--- src/rtl/if_fetch_ctrl_pkg.sv ---
// ---------------------------------------------------------------------------
// if_fetch_ctrl_pkg
//   Shared types and constants for the instruction-fetch controller.
//   - if_state_e : fetch FSM state encoding (REQ / WAIT / HOLD)
//   - if_slot_t  : one instruction slot handed to ID {pc, inst, adef}
//   - RESET_PC_DEFAULT, PC_STEP : PC constants
//   - is_word_aligned() : PC alignment test on the low two address bits
// ---------------------------------------------------------------------------
package if_fetch_ctrl_pkg;

  localparam logic [31:0] RESET_PC_DEFAULT = 32'h1c00_0000;
  localparam logic [31:0] PC_STEP          = 32'd4;

  typedef enum logic [1:0] {
    IF_ST_REQ  = 2'd0,
    IF_ST_WAIT = 2'd1,
    IF_ST_HOLD = 2'd2
  } if_state_e;

  typedef struct packed {
    logic [31:0] pc;
    logic [31:0] inst;
    logic        adef;
  } if_slot_t;

  function automatic logic is_word_aligned(input logic [1:0] pc_lo);
    return (pc_lo == 2'b00);
  endfunction

endpackage

--- src/rtl/if_inst_buf.sv ---
// ---------------------------------------------------------------------------
// if_inst_buf
//   Single-entry holding register for the instruction slot offered to ID.
//   Ports:
//     clk, rst_n   : clock, asynchronous active-low reset
//     load         : capture load_slot, mark valid
//     clear        : drop the held slot (takes priority over load)
//     load_slot    : {pc, inst, adef} to capture
//     slot_valid   : a slot is held
//     slot         : held {pc, inst, adef}; all-zero when empty after reset
// ---------------------------------------------------------------------------
module if_inst_buf
  import if_fetch_ctrl_pkg::*;
(
  input  logic     clk,
  input  logic     rst_n,
  input  logic     load,
  input  logic     clear,
  input  if_slot_t load_slot,
  output logic     slot_valid,
  output if_slot_t slot
);

  logic     valid_reg;
  if_slot_t slot_reg;

  always_ff @(posedge clk or negedge rst_n) begin
    if (!rst_n) begin
      valid_reg <= 1'b0;
      slot_reg  <= '0;
    end else if (clear) begin
      // Contents zeroed so that an idle slot shows a quiet if_pc/if_inst.
      valid_reg <= 1'b0;
      slot_reg  <= '0;
    end else if (load) begin
      valid_reg <= 1'b1;
      slot_reg  <= load_slot;
    end
  end

  assign slot_valid = valid_reg;
  assign slot       = slot_reg;

endmodule

--- src/rtl/if_fetch_ctrl.sv ---
// ---------------------------------------------------------------------------
// if_fetch_ctrl
//   Instruction-fetch controller. Owns the architectural fetch PC, issues one
//   fetch at a time on an SRAM-like req/addr_ok/data_ok port, hands words to
//   ID over a valid/allowin handshake and applies ID redirects, discarding
//   wrong-path data even when it is still in flight.
//   Parameters:
//     RESET_PC     : PC of the first fetch after reset release
//   Ports:
//     clk, rst_n   : clock, asynchronous active-low reset
//     redirect     : jump taken from ID (single-cycle pulse)
//     redirect_pc  : target PC, used when redirect=1
//     inst_req     : fetch request valid
//     inst_addr    : fetch address (the PC register)
//     inst_addr_ok : request accepted this cycle
//     inst_data_ok : read data returns this cycle
//     inst_rdata   : instruction word, valid with inst_data_ok
//     id_allowin   : ID accepts an instruction this cycle
//     if_valid     : instruction offered to ID
//     if_pc        : PC of the offered instruction
//     if_inst      : offered instruction word
//     if_adef      : offered slot is a misaligned-PC fault (if_inst = 0)
// ---------------------------------------------------------------------------
module if_fetch_ctrl
  import if_fetch_ctrl_pkg::*;
#(
  parameter logic [31:0] RESET_PC = RESET_PC_DEFAULT
) (
  input  logic        clk,
  input  logic        rst_n,
  input  logic        redirect,
  input  logic [31:0] redirect_pc,
  output logic        inst_req,
  output logic [31:0] inst_addr,
  input  logic        inst_addr_ok,
  input  logic        inst_data_ok,
  input  logic [31:0] inst_rdata,
  input  logic        id_allowin,
  output logic        if_valid,
  output logic [31:0] if_pc,
  output logic [31:0] if_inst,
  output logic        if_adef
);

  if_state_e   state_reg, state_next;
  logic [31:0] pc_reg, pc_next;
  logic        cancel_reg, cancel_next;
  logic        req_reg, req_next;

  logic        buf_load, buf_clear, buf_valid;
  if_slot_t    buf_slot, load_slot;

  logic        req_fire;
  logic        pass_through;
  logic [31:0] pc_plus4;

  if_inst_buf u_inst_buf (
    .clk        (clk),
    .rst_n      (rst_n),
    .load       (buf_load),
    .clear      (buf_clear),
    .load_slot  (load_slot),
    .slot_valid (buf_valid),
    .slot       (buf_slot)
  );

  // inst_req comes from a register, so the handshake uses the registered
  // request and nothing on the memory side can reach inst_req/inst_addr.
  assign req_fire = req_reg & inst_addr_ok;

  // A returning word on a live (not cancelled) fetch is offered to ID in the
  // cycle it arrives, ahead of being captured in the buffer.
  assign pass_through = (state_reg == IF_ST_WAIT) & inst_data_ok & ~cancel_reg;
  assign pc_plus4     = pc_reg + PC_STEP;

  always_comb begin
    state_next  = state_reg;
    pc_next     = pc_reg;
    cancel_next = cancel_reg;
    buf_load    = 1'b0;
    buf_clear   = 1'b0;
    load_slot   = '0;

    if (redirect) begin
      // Redirect overrides everything: new PC, any held slot dropped.
      pc_next     = redirect_pc;
      buf_clear   = 1'b1;
      state_next  = IF_ST_REQ;
      cancel_next = 1'b0;
      case (state_reg)
        IF_ST_REQ: begin
          // The request accepted this cycle is already in flight.
          if (req_fire) begin
            cancel_next = 1'b1;
            state_next  = IF_ST_WAIT;
          end
        end
        IF_ST_WAIT: begin
          // Wait out the outstanding word; if it arrives now, just drop it.
          if (!inst_data_ok) begin
            cancel_next = 1'b1;
            state_next  = IF_ST_WAIT;
          end
        end
        default: ;
      endcase
    end else begin
      case (state_reg)
        IF_ST_REQ: begin
          if (!is_word_aligned(pc_reg[1:0])) begin
            // No fetch for a misaligned PC; hand ID a fault slot instead.
            buf_load       = 1'b1;
            load_slot.pc   = pc_reg;
            load_slot.inst = 32'h0;
            load_slot.adef = 1'b1;
            state_next     = IF_ST_HOLD;
          end else if (req_fire) begin
            state_next = IF_ST_WAIT;
          end
        end
        IF_ST_WAIT: begin
          if (inst_data_ok) begin
            if (cancel_reg) begin
              cancel_next = 1'b0;
              state_next  = IF_ST_REQ;
            end else if (id_allowin) begin
              // Passed straight through to ID; nothing to hold.
              pc_next    = pc_plus4;
              state_next = IF_ST_REQ;
            end else begin
              buf_load       = 1'b1;
              load_slot.pc   = pc_reg;
              load_slot.inst = inst_rdata;
              load_slot.adef = 1'b0;
              state_next     = IF_ST_HOLD;
            end
          end
        end
        IF_ST_HOLD: begin
          if (id_allowin) begin
            buf_clear  = 1'b1;
            pc_next    = pc_plus4;
            state_next = IF_ST_REQ;
          end
        end
        default: state_next = IF_ST_REQ;
      endcase
    end

    req_next = (state_next == IF_ST_REQ) & is_word_aligned(pc_next[1:0]);
  end

  always_ff @(posedge clk or negedge rst_n) begin
    if (!rst_n) begin
      state_reg  <= IF_ST_REQ;
      pc_reg     <= RESET_PC;
      cancel_reg <= 1'b0;
      req_reg    <= 1'b0;
    end else begin
      state_reg  <= state_next;
      pc_reg     <= pc_next;
      cancel_reg <= cancel_next;
      req_reg    <= req_next;
    end
  end

  assign inst_req  = req_reg;
  assign inst_addr = pc_reg;

  // redirect masks the offer in the same cycle so a taken jump never lets a
  // wrong-path instruction into ID.
  assign if_valid = (((state_reg == IF_ST_HOLD) & buf_valid) | pass_through) & ~redirect;
  assign if_pc    = pass_through ? pc_reg     : buf_slot.pc;
  assign if_inst  = pass_through ? inst_rdata : buf_slot.inst;
  assign if_adef  = pass_through ? 1'b0       : buf_slot.adef;

endmodule

--- config.mk ---
export PLATFORM = sky130hd
export DESIGN_NAME = if_fetch_ctrl
export DESIGN_NICKNAME = d
export VERILOG_FILES = /design/src/rtl/if_fetch_ctrl_pkg.sv /design/src/rtl/if_inst_buf.sv /design/src/rtl/if_fetch_ctrl.sv
export SDC_FILE = /design/constraint.sdc
export NUM_CORES = 1
export LEC_CHECK = 0
export BUFFER_PORTS_ARGS = -buffer_cell sky130_fd_sc_hd__buf_2
export CORE_AREA = 2 2 105 107
export CTS_CLUSTER_DIAMETER = 40
export DETAILED_ROUTE_END_ITERATION = 10
export DIE_AREA = 0 0 107 109
export GPL_TIMING_DRIVEN = 0
export PLACE_DENSITY = 0.79
export SYNTH_ARGS = -nofsm -noshare
export SYNTH_HDL_FRONTEND = slang
export SYNTH_SLANG_ARGS = --single-unit
--- constraint.sdc ---
create_clock -name clk -period 2.8 [get_ports clk]
set_input_delay 0.42 -clock clk [delete_from_list [all_inputs] [get_ports clk]]
set_output_delay 0.42 -clock clk [all_outputs]
set_load 0.02 [all_outputs]
==> results of run 1 <==
-- cells in the mapped netlist (2+ instances only) --
cell type | count | area (um^2)
inv_1 | 5 | 18.77
a2111oi_0 | 2 | 17.52
a31oi_1 | 19 | 118.9
nand2_1 | 208 | 780.8
dfstp_2 | 3 | 78.83
nor3_1 | 2 | 10.01
and2_1 | 3 | 18.77
o211ai_1 | 2 | 15.01
clkbuf_2 | 2 | 10.01
a211oi_1 | 2 | 15.01
o2111ai_1 | 2 | 17.52
nor2_1 | 23 | 86.33
or3_1 | 5 | 31.28
clkbuf_1 | 33 | 123.9
o31ai_1 | 16 | 120.1
nand4_1 | 8 | 50.05
buf_2 | 7 | 35.03
xnor2_1 | 4 | 35.03
dfrtp_1 | 99 | 2477
or4_1 | 17 | 127.6
a21o_1 | 2 | 15.01
a21oi_1 | 7 | 35.03
buf_1 | 4 | 15.01
o31a_1 | 2 | 17.52
nor2b_1 | 3 | 18.77
o21ai_0 | 19 | 95.09
xor2_1 | 3 | 26.28
a22o_1 | 65 | 569.3
and4_1 | 2 | 17.52
nor4_1 | 2 | 12.51
buf_6 | 2 | 22.52
nand3_1 | 11 | 55.05
and3_1 | 3 | 18.77
nand2b_1 | 3 | 18.77
-- per-layer routing --
layer	global-route usage (%)	share of wire (%)
met1	35.73	43
met2	43.81	49
met3	4.065	6.6
met4	7.514	1.6
met5	0	0
-- cell type report --
cell class / instances / area (um^2) / area share [%]
plain buffers: 46 / 200.2 / 3.054
inverters: 5 / 18.77 / 0.2863
repair buffers: 168 / 865.8 / 13.21
clock buffers: 10 / 127.6 / 1.947
flip-flops and latches: 102 / 2556 / 39.00
multi-input cells: 450 / 2500 / 38.14
well taps: 140 / 175.2 / 2.672
clock inverters: 6 / 111.4 / 1.699
-- cell families after synthesis --
kind of cell | Yosys count | share of synthesized area, %
multiplexers | 1 | 0.1895
flip-flops | 102 | 48.40
adder cells (fa/ha/maj) | 1 | 0.2369
XOR/XNOR | 7 | 1.161
buffers and inverters | 53 | 4.264
AO/OA/AOI/OAI | 143 | 20.54
AND/OR/NAND/NOR | 298 | 25.21
-- per-stage QoR --
| stage | hold slack, ns | setup WS [ns] | util (%) |
|---|---|---|---|
| after floorplan | 0.1244 | 0.6326 | - |
| after global placement | 0.4827 | 0.2520 | 59.35 |
| after detailed placement | 0.4266 | 0.2504 | 59.63 |
| after CTS | 0.03077 | 0.1890 | 61.82 |
| after global routing | 0.04892 | 0.04825 | 61.82 |
| final | 0.01801 | 0.2330 | 61.82 |
-- worst max-delay path, delay by kind of cell (launching register included) --
kind	cells	cell delay [ns]
and+or+nand+nor	3	0.75
buffers and inverters	2	0.60
DFF	1	0.43
-- power breakdown --
part	switching, uW	internal, uW	leakage (uW)	total [uW]
Clock	508	594	0.000116	1100
Sequential	131	1600	0.00132	1730
Combinational	571	312	0.00194	883
Total	1210	2510	0.00337	3720
-- final timing paths --
path	startpoint	to	slack [ns]	cells past startpoint
setup / recovery	state_reg[1]	if_pc[17]	0.23	5
hold / removal	rst_n	u_inst_buf.slot[59]	0.02	1
setup reg to reg	state_reg[1]	u_inst_buf.slot[32]	0.25	5
hold reg to reg	u_inst_buf.slot[28]	u_inst_buf.slot[28]	0.51	1
max in group asynchronous	rst_n	inst_addr[27]	2.08	2
min in group clk	redirect_pc[5]	inst_addr[5]	0.26	3
-- repair_timing --
action                                  4_1_cts  5_1_grt
gates resized for setup                       1        0
hold buffers                                  0        0
endpoints found under the setup margin       32        0
==> metrics list, run 1 <==
- After legalization and detailed placement, the total HPWL measured 11.46 mm.
- Count of flip-flops with a built-in enable after synthesis: 0
- Global-route wire length before repair: 24.24 mm
* Commonest cells after routing, fill and taps aside: 208 x nand2_1, 173 x buf_2, 99 x dfrtp_1
* DRC: 0
* Vert. Die Dim: 109 um
- Via count of the first global-routing pass: 4,984
- Iteration-0 DRC Markers: 349
- After layout, the design draws a total of 3716 uW.
- GPL Wtd Cong: 0.8644
- Clock buffers created by TritonCTS: 9
- Global routing finished with a remaining overflow of 0.
- Synthesis produced a netlist with a net count of 676.
* Post-route standard cell area excluding fillers: 6555 um^2
- Largest incremental delay on the critical path: 0.55 ns
* Crit-path slowest cell: and4bb_2
- Maximum number of pins on one net before global-route repair: 65
* CTS H-Tree Depth: 3
- Power spread over the standard cell area amounts to 566.9 nW/um^2.
- Sum of routed wire length over all layers: 15.50 mm
* Clk root buf: clkbuf_8
* Number of antenna violations at the first check in global routing: 0
- Final period util: 91.68%
- After technology mapping, the gate count stands at 605.
- Clock transition at path regs: 0.09 ns
* Flip-flop cell with the highest count after synthesis: dfrtp_1
- The worst setup path is of the reg2out kind.
- The finished layout holds 927 standard cells, fillers aside.
- Unique cell type count in the Yosys netlist: 49
- Average vias per placed instance: 5.773
- The number of pins exceeding their max-slew limit in the final report is 0.
- Critical path launch point type: flip-flop
- Number of placed instances with taps included: 913
- Arrival time at the worst endpoint: 2.15 ns
- The clock period could shrink to 2.567 ns.
* Horizontal extent of the die: 107 um
- Number of failing hold endpoints at the final stage: 0
- After synthesis the netlist holds a flip-flop and latch count of 102.
* Overall track demand over capacity in global routing: 26.23%
* Clock tree from TritonCTS: built
* Actual transition at the worst max-transition pin: 0.9543 ns
- The clock drives 102 sinks.
- For this design the static power due to leakage is 0.003374 uW.
* Worst-case vdd ir drop: 0.2729 mV
- By instance count, the cell type seen most on the critical path is nand2_1.
- CP max FO: 15
- The final route contains 5,352 vias.
- Setup Fix Bufs, Post-CTS: 0
- No sink is reached through more buffers than the 2 on the longest clock path.
- Number of fill cells in the layout: 925
- Capturing element type of the critical path: primary output
* Post-Synthesis Cell Area: 5281 um^2
- Traced cell by cell, the critical path runs through and4bb_2 -> buf_1 -> nand2_1 -> nand2_1 -> buf_2.
- Most common library cell in the layout ignoring fill and taps: nand2_1
- Setup Skew: 0.009136 ns
- Number of flip-flops under the largest register name: 65
- Number of nets with antenna violations after detailed routing: 0
* Die area: 11,660 um^2
- Averaged over all synthesized cells, the footprint is 8.729 um^2.
* Later-pin clock latency in the skew report: 0.36 ns
- Cell area after placement: 6322 um^2
- Input and output buffers added on the ports amount to 167.
- For this run, asynchronously set or reset flops after synthesis account for 100.0%.
- Worst hold-check path type: in2async
* Sequential element share of the synthesized area: 48.40%
* Final Setup Violations: 0
- Number of optimization iterations in the first detailed-route pass: 5
* Antenna fix cells: 0
- Layout cell share with drive strength beyond 1: 26.30%
- Wirelength per Cell: 16.72 um
- FP Rows: 38
- Maximum frequency from static timing analysis: 0.3896 GHz
- RSZ-0062 raised after global routing: no
- Initial Utilization: 49.81%
- Measured against its own limit, the worst slew margin works out to 34.74%.
* # Max-Cap Violations: 0
- Status: completed
* Number of nets at the end of the flow: 853
* I/O pin count: 169
- Total negative slack: 0 ns
- Core Region: 10,600 um^2
* Number of warning messages in the yosys log: 0
* Relative area change from synthesis to final layout: 24.12%
- Required time at the worst-slack endpoint: 2.38 ns
No activity file was read; power rests on OpenSTA's default activity.
==> inputs of run 2 (changes only) <==
==> constraint.sdc (replaced) <==
create_clock -name clk -period 2.8 [get_ports clk]
set_input_delay 0.28 -clock clk [delete_from_list [all_inputs] [get_ports clk]]
set_output_delay 0.28 -clock clk [all_outputs]
set_load 0.02 [all_outputs]
==> run 2 against run 1 <==
Effect of this change:
- sequential share of layout area is 0.059 points lower
- worst setup slack worse by 0.012 ns
- routed wire length decreased by 0.57%
- flip-flop and latch count stayed put
- largest cell class unchanged
==> metrics list, run 2 (same netlist as run 1, synthesis figures left out) <==
- Clock transition at path regs: 0.09 ns
- Arrival time at the worst endpoint: 2.87 ns
- Number of nets with antenna violations after detailed routing: 0
* Combinational power share: 23.8%
- Number of nets at the end of the flow: 854
- Number of failing hold endpoints at the final stage: 0
- Number of flip-flops under the largest register name: 65
- Worst-case vdd ir drop: 0.2728 mV
- Min cycle time layout: 2.579 ns
- In this run the power spent charging and discharging nets is 1207 uW.
- CP max FO: 15
- Along the worst hold path, the cell count comes to 3.
* Clock buffers created by TritonCTS: 9
- Hold is met by 0.1242 ns.
* Wirelength per Cell: 16.60 um
- Buffers placed on the I/O ports in this run total 167.
- Broken down by cell family, the worst path's largest delay share belongs to simple AND/OR/NAND/NOR gates.
* Commonest cells after routing, fill and taps aside: 208 x nand2_1, 173 x buf_2, 99 x dfrtp_1
- At the end of routability-driven placement, the weighted congestion stood at 0.8644.
- Across all layers, the routed design uses 5,362 vias.
* Fraction of power consumed by the clock network: 29.6%
- The routed design has 15.41 mm of wire.
- The run finished with clean final reports.
- DRC: 0
* Capturing element type of the critical path: flip-flop
* Iteration-0 DRC Markers: 373
- The number of antenna violations at the first check in global routing came to 0.
- Counting along the longest clock path gives a buffer depth of 2.
* I/O pin count: 169
- Overall track demand over capacity in global routing: 26.28%
- The number of buffers and inverters on the critical path is 1.
- Actual transition at the worst max-transition pin: 0.9503 ns
- Setup repair after global routing left no endpoint under its margin.
- Antenna fix cells: 0
- The via count of the first global-routing pass came to 4,998.
- The library cell used most frequently in the layout, excluding fill and tap cells, is nand2_1.
* Crit-path slowest cell: nor3_1
* Power per cell area: 565.6 nW/um^2
- The signal on the critical path passes through and4bb_2 -> nand2_1 -> nor3_1 -> clkbuf_1 -> a22o_1.
- Cells with a size suffix above 1 make up 26.27% of the layout.
- Based on the critical path, the design can be clocked at up to 0.3877 GHz.
- Final core area utilization: 61.92%
- The critical path is of the reg2reg type.
- FP Rows: 38
- The core region is 10,600 um^2.
* CP Depth: 5
- Summed over all layers, the global routing overflow is 0.
- TritonCTS built the clock tree.
* Internal portion of total power: 2506 uW
- STA puts the critical path data required time at 3.09 ns.
- Depth of the most critical reg-to-reg path: 5
* Least setup slack across all paths after layout: 0.2210 ns
- # Max-Cap Violations: 0
- Later-pin clock latency in the skew report: 0.36 ns
* Count of non-filler cells in the finished layout: 928
- Setup Skew: 0.01092 ns
- The root buffer cell chosen for the clock tree is clkbuf_8.
* Average vias per placed instance: 5.778
- Total negative slack: 0 ns
- Setup Fix Bufs, Post-CTS: 0
* Final period util: 92.11%
- In this design, the stage delay of the slowest critical-path cell is 0.62 ns.
* Sequential group share of total power: 46.6%
- Number of optimization iterations in the first detailed-route pass: 5
* Leakage power: 0.003379 uW
- Measured along the y axis, the die boundary spans 109 um.
- Measured along the x axis, the die boundary spans 107 um.
- Relative area change from synthesis to final layout: 24.31%
* Post-place setup slack: 0.4052 ns
* Critical path launch point type: flip-flop
- Setup violations remaining at the end of the flow were counted as 0.
- The number of placed instances, taps included, is 913.
- Entering global routing, the biggest net connects 65 pins.
* Num Clock Sinks: 102
* Worst hold-check path type: in2reg
- The first global-routing pass estimated 24.28 mm of wire.
- The wire-length estimate of the detail-placed layout is 11.46 mm.
- The H-tree was split into 3 levels.
* Switching Share: 32.51%
- Max-slew violation count: 0
- The worst pin sits at a relative slew slack of 35.01%.
- Initial Utilization: 49.81%
- The die covers 11,660 um^2.
## run 2: cell type report
| type | count | area (um^2) |
|---|---|---|
| clock buffers | 10 | 127.6 |
| clock inverters | 6 | 111.4 |
| repair buffers | 169 | 875.8 |
| well taps | 140 | 175.2 |
| plain buffers | 46 | 200.2 |
| inverters | 5 | 18.77 |
| flip-flops and latches | 102 | 2556 |
| multi-input cells | 450 | 2500 |
| fillers | 924 | 4038 |
## run 2: repair_timing
item,4_1_cts,5_1_grt
hold buffers,1,0
hold endpoints to repair,36,0
setup endpoints to repair,0,34
resized for setup,0,2
## run 2: worst paths after layout
check                                         from                  end  slack [ns]
worst max register to register        state_reg[1]  u_inst_buf.slot[32]        0.22
worst max-delay path                  state_reg[1]  u_inst_buf.slot[32]        0.22
worst min register to register  u_inst_buf.slot[6]   u_inst_buf.slot[6]        0.51
min in group asynchronous                    rst_n  u_inst_buf.slot[59]        0.44
max in group asynchronous                    rst_n        inst_addr[27]        1.65
worst min-delay path                redirect_pc[5]         inst_addr[5]        0.12
## run 2: stage by stage
step                total power, uW  cell area, um^2
floorplan                      2270             5281
global placement               2606             6292
detailed placement             2637             6322
CTS                            3728             6571
global route                   3877             6565
finish                         3713             6565
## run 2: metal layers
layer	routed length (um)	track usage (%)	up-vias
met3	1151	4.005	21
met1	6479	35.73	2607
met2	7541	43.99	231
li1	-	-	2503
met5	0	0	-
met4	236	7.607	0
## run 2: power groups by stage
stage	Combinational, uW	Clock, uW	Sequential [uW]
4_1_cts	888	1110	1730
3_5_place_dp	884	0	1750
2_1_floorplan	493	0	1780
6_report	883	1100	1730
5_1_grt	961	1170	1750
3_3_place_gp	859	0	1750
## run 2: worst register-to-register path, cell delays in order, from the launching register on
cell and delay (ns):
dfrtp_1 0.43, and4bb_2 0.57, nand2_1 0.18, nor3_1 0.62, clkbuf_1 0.47, a22o_1 0.24
==> inputs of run 3 (changes only) <==
--- a/config.mk
+++ b/config.mk
@@ -6,12 +6,14 @@
 export NUM_CORES = 1
 export LEC_CHECK = 0
 export BUFFER_PORTS_ARGS = -buffer_cell sky130_fd_sc_hd__buf_2
-export CORE_AREA = 2 2 105 107
+export CELL_PAD_IN_SITES_DETAIL_PLACEMENT = 1
+export CELL_PAD_IN_SITES_GLOBAL_PLACEMENT = 2
+export CORE_AREA = 2 2 138 140
 export CTS_CLUSTER_DIAMETER = 40
 export DETAILED_ROUTE_END_ITERATION = 10
-export DIE_AREA = 0 0 107 109
+export DIE_AREA = 0 0 140 142
 export GPL_TIMING_DRIVEN = 0
-export PLACE_DENSITY = 0.79
+export PLACE_DENSITY_LB_ADDON = 0.1
 export SYNTH_ARGS = -nofsm -noshare
 export SYNTH_HDL_FRONTEND = slang
 export SYNTH_SLANG_ARGS = --single-unit
==> run 3 against run 2 <==
Effect of this change:
- the flow now finishes with violations (design-rule violations)
- routed wire length is 25% higher
- clock-buffer cell count is 3 higher
- register-to-register slack improved by 0.09 ns
- combinational power rose by 2.5%
- largest cell class unchanged
- via count is 1.9% lower
- die area grew 70%
==> metrics list, run 3 (same netlist as run 1, synthesis figures left out) <==
- Vert. Die Dim: 142 um
- Number of antenna violations at the first check in global routing: 0
- The number of hold-slack violations in the final timing report was 0.
- The detailed router put a total of 8.835 mm of wire on met1.
- Number of buffers on the longest clock path: 2
- Antenna fix cells: 0
- In this run the power spent charging and discharging nets is 1301 uW.
- Maximum number of pins on one net before global-route repair: 55
- Number of nets with antenna violations after detailed routing: 0
- The via count of the first global-routing pass was 5,446.
- Later-pin clock latency in the skew report: 0.36 ns
* Setup Skew: 0.01171 ns
- The worst register-to-register path has a depth of 6.
- Min cycle time layout: 2.529 ns
- Following the worst setup path forward leads to its endpoint at if_inst[28].
* Relative area change from synthesis to final layout: 28.88%
- At the pin with the least slew margin, the transition time is 1.178 ns.
- Number of nets at the end of the flow: 855
- The worst register-to-register path has a setup slack of 0.31 ns.
- Largest incremental delay on the critical path: 0.42 ns
* Max-slew violation count: 0
- Clock buffers created by TritonCTS: 9
* CTS H-Tree Depth: 3
- Sequential cells account for 41.9% of the total power.
- The initialized floorplan defines 50 standard-cell rows.
* Fraction of power consumed by the clock network: 36.2%
* Average vias per placed instance: 5.143
- Clock transition at path regs: 0.07 ns
* Setup Fix Bufs, Post-CTS: 0
- Based on the critical path, the design can be clocked at up to 0.3954 GHz.
* Status: complete, but fails checks
* Critical Path Start: state_reg[1]
* Crit-path slowest cell: dfrtp_1
- Buffers placed on the I/O ports in this run total 167.
* PnR Total Power: 4140 uW
- The highest layer touched by signal routing is met4.
- Required time at the worst-slack endpoint: 2.52 ns
- Wirelength per Cell: 18.86 um
- Of the cells placed in the final design, the portion with a size suffix greater than 1 is 26.62%.
* Arrival time at the worst endpoint: 2.25 ns
* Global-route wire length before repair: 30.66 mm
- Total negative slack: 0 ns
* Clk root buf: clkbuf_16
* Power per cell area: 608.2 nW/um^2
- I/O pin count: 169
- The tightest min-delay check is of the in2reg type.
- The final reports fail on design-rule violations.
- RSZ-0062 raised after global routing: no
* Sum of buffers and inverters on the critical path: 4
* Core Region: 18,460 um^2
* Sum of routed wire length over all layers: 19.29 mm
- Capture instance of the worst register-to-register path: u_inst_buf.slot[28]
* DRC: 11
- STA classifies the critical path endpoint as a primary output.
- HPWL after DPL: 14.19 mm
* CP max FO: 10
- The startpoint identified for the worst register-to-register timing path is state_reg[1].
- The die covers 19,880 um^2.
- Internal portion of total power: 2839 uW
* Leakage power: 0.003445 uW
- Final Setup Violations: 0
- On the critical path the largest part of the delay comes from buffers and inverters.
* Initial Utilization: 28.62%
- The library cell used most frequently in the layout, excluding fill and tap cells, is nand2_1.
- Detailed routing placed a total of 921 um of wire on met3.
* Vias after detailed routing: 5,261
- GPL Wtd Cong: 0.7581
- Switching Share: 31.43%
- Commonest cells after routing, fill and taps aside: 208 x nand2_1, 174 x buf_2, 99 x dfrtp_1
- The critical path in this run is classified as reg2out.
* Slew Limit Headroom: 19.45%
- Iteration-0 DRC Markers: 202
- Number of optimization iterations in the first detailed-route pass: 9
- Hold_ws: 0.1440 ns
* Number of flip-flops under the largest register name: 65
- TritonCTS built the clock tree.
- # Max-Cap Violations: 0
* Remaining global-route overflow: 0
- Routed met2 length: 9.390 mm
* Combinational power share: 21.9%
- Overall track demand over capacity in global routing: 19.63%
- The signal on the critical path passes through nand4bb_1 -> buf_2 -> clkbuf_2 -> clkbuf_1 -> nand2_1 -> nand2_1 -> buf_2.
* Final period util: 90.31%
- The clock net in this run drives a total of 102 sinks.
- Worst-case vdd ir drop: 0.2856 mV
* CP Depth: 7
* Horizontal extent of the die: 140 um
* Critical path launch point type: flip-flop
## run 3: per-layer routing
metal | vias to the layer above | track usage, %
met4 | 0 | 3.456
li1 | 2503 | -
met2 | 116 | 33.19
met1 | 2630 | 26.42
met3 | 12 | 4.139
met5 | - | 0
## run 3: cell type report
type / instances / area (um^2)
Buffer: 47 / 207.7
Clock inverter: 3 / 90.09
Inverter: 5 / 18.77
Tap cell: 234 / 292.8
Multi-Input combinational cell: 450 / 2505
Clock buffer: 13 / 260.3
Timing Repair Buffer: 169 / 875.8
Fill cell: 2206 / 11650
Sequential cell: 102 / 2556
## run 3: power groups by stage
| stage | clock [uW] | combinational [uW] | sequential, uW |
|---|---|---|---|
| after floorplan | 0 | 493 | 1780 |
| after global placement | 0 | 893 | 1760 |
| after detailed placement | 0 | 915 | 1760 |
| after CTS | 1540 | 921 | 1740 |
| after global routing | 1590 | 995 | 1760 |
| final | 1500 | 905 | 1730 |
## run 3: how the worst min path moves through the flow
stage	startpoint	endpoint	slack, ns	cells past startpoint
5_1_grt	redirect_pc[8]	inst_addr[8]	0.14	3
2_1_floorplan	rst_n	cancel_reg	-0.02	0
3_5_place_dp	rst_n	u_inst_buf.slot[57]	0.36	1
4_1_cts	redirect_pc[3]	inst_addr[3]	0.13	3
6_report	redirect_pc[3]	inst_addr[3]	0.14	3
3_3_place_gp	u_inst_buf.slot[3]	u_inst_buf.slot[3]	0.48	1
## run 3: repair_timing
action,CTS,global route
endpoints found under the setup margin,23,34
pin swaps,0,0
gates resized for setup,2,5
hold endpoints to repair,19,0
hold buffers,1,0
## run 3: worst reg2reg max path, cell delays in order (launching register included)
cell	delay, ns
dfrtp_1	0.42
and4bb_2	0.40
nand2_1	0.20
and3_1	0.20
clkbuf_1	0.51
buf_1	0.47
a22o_1	0.22
## run 3: stage by stage
stage               worst slack (ns)  utilization, %  cells  area [um^2]
floorplan                     0.6326               -    605         5281
global placement              0.1093           34.73   1006         6410
detailed placement            0.3045           34.89   1007         6440
CTS                         0.005849           36.84   1023         6799
global route                 0.04865           36.88   1023         6807
finish                        0.2712           36.88   1023         6807
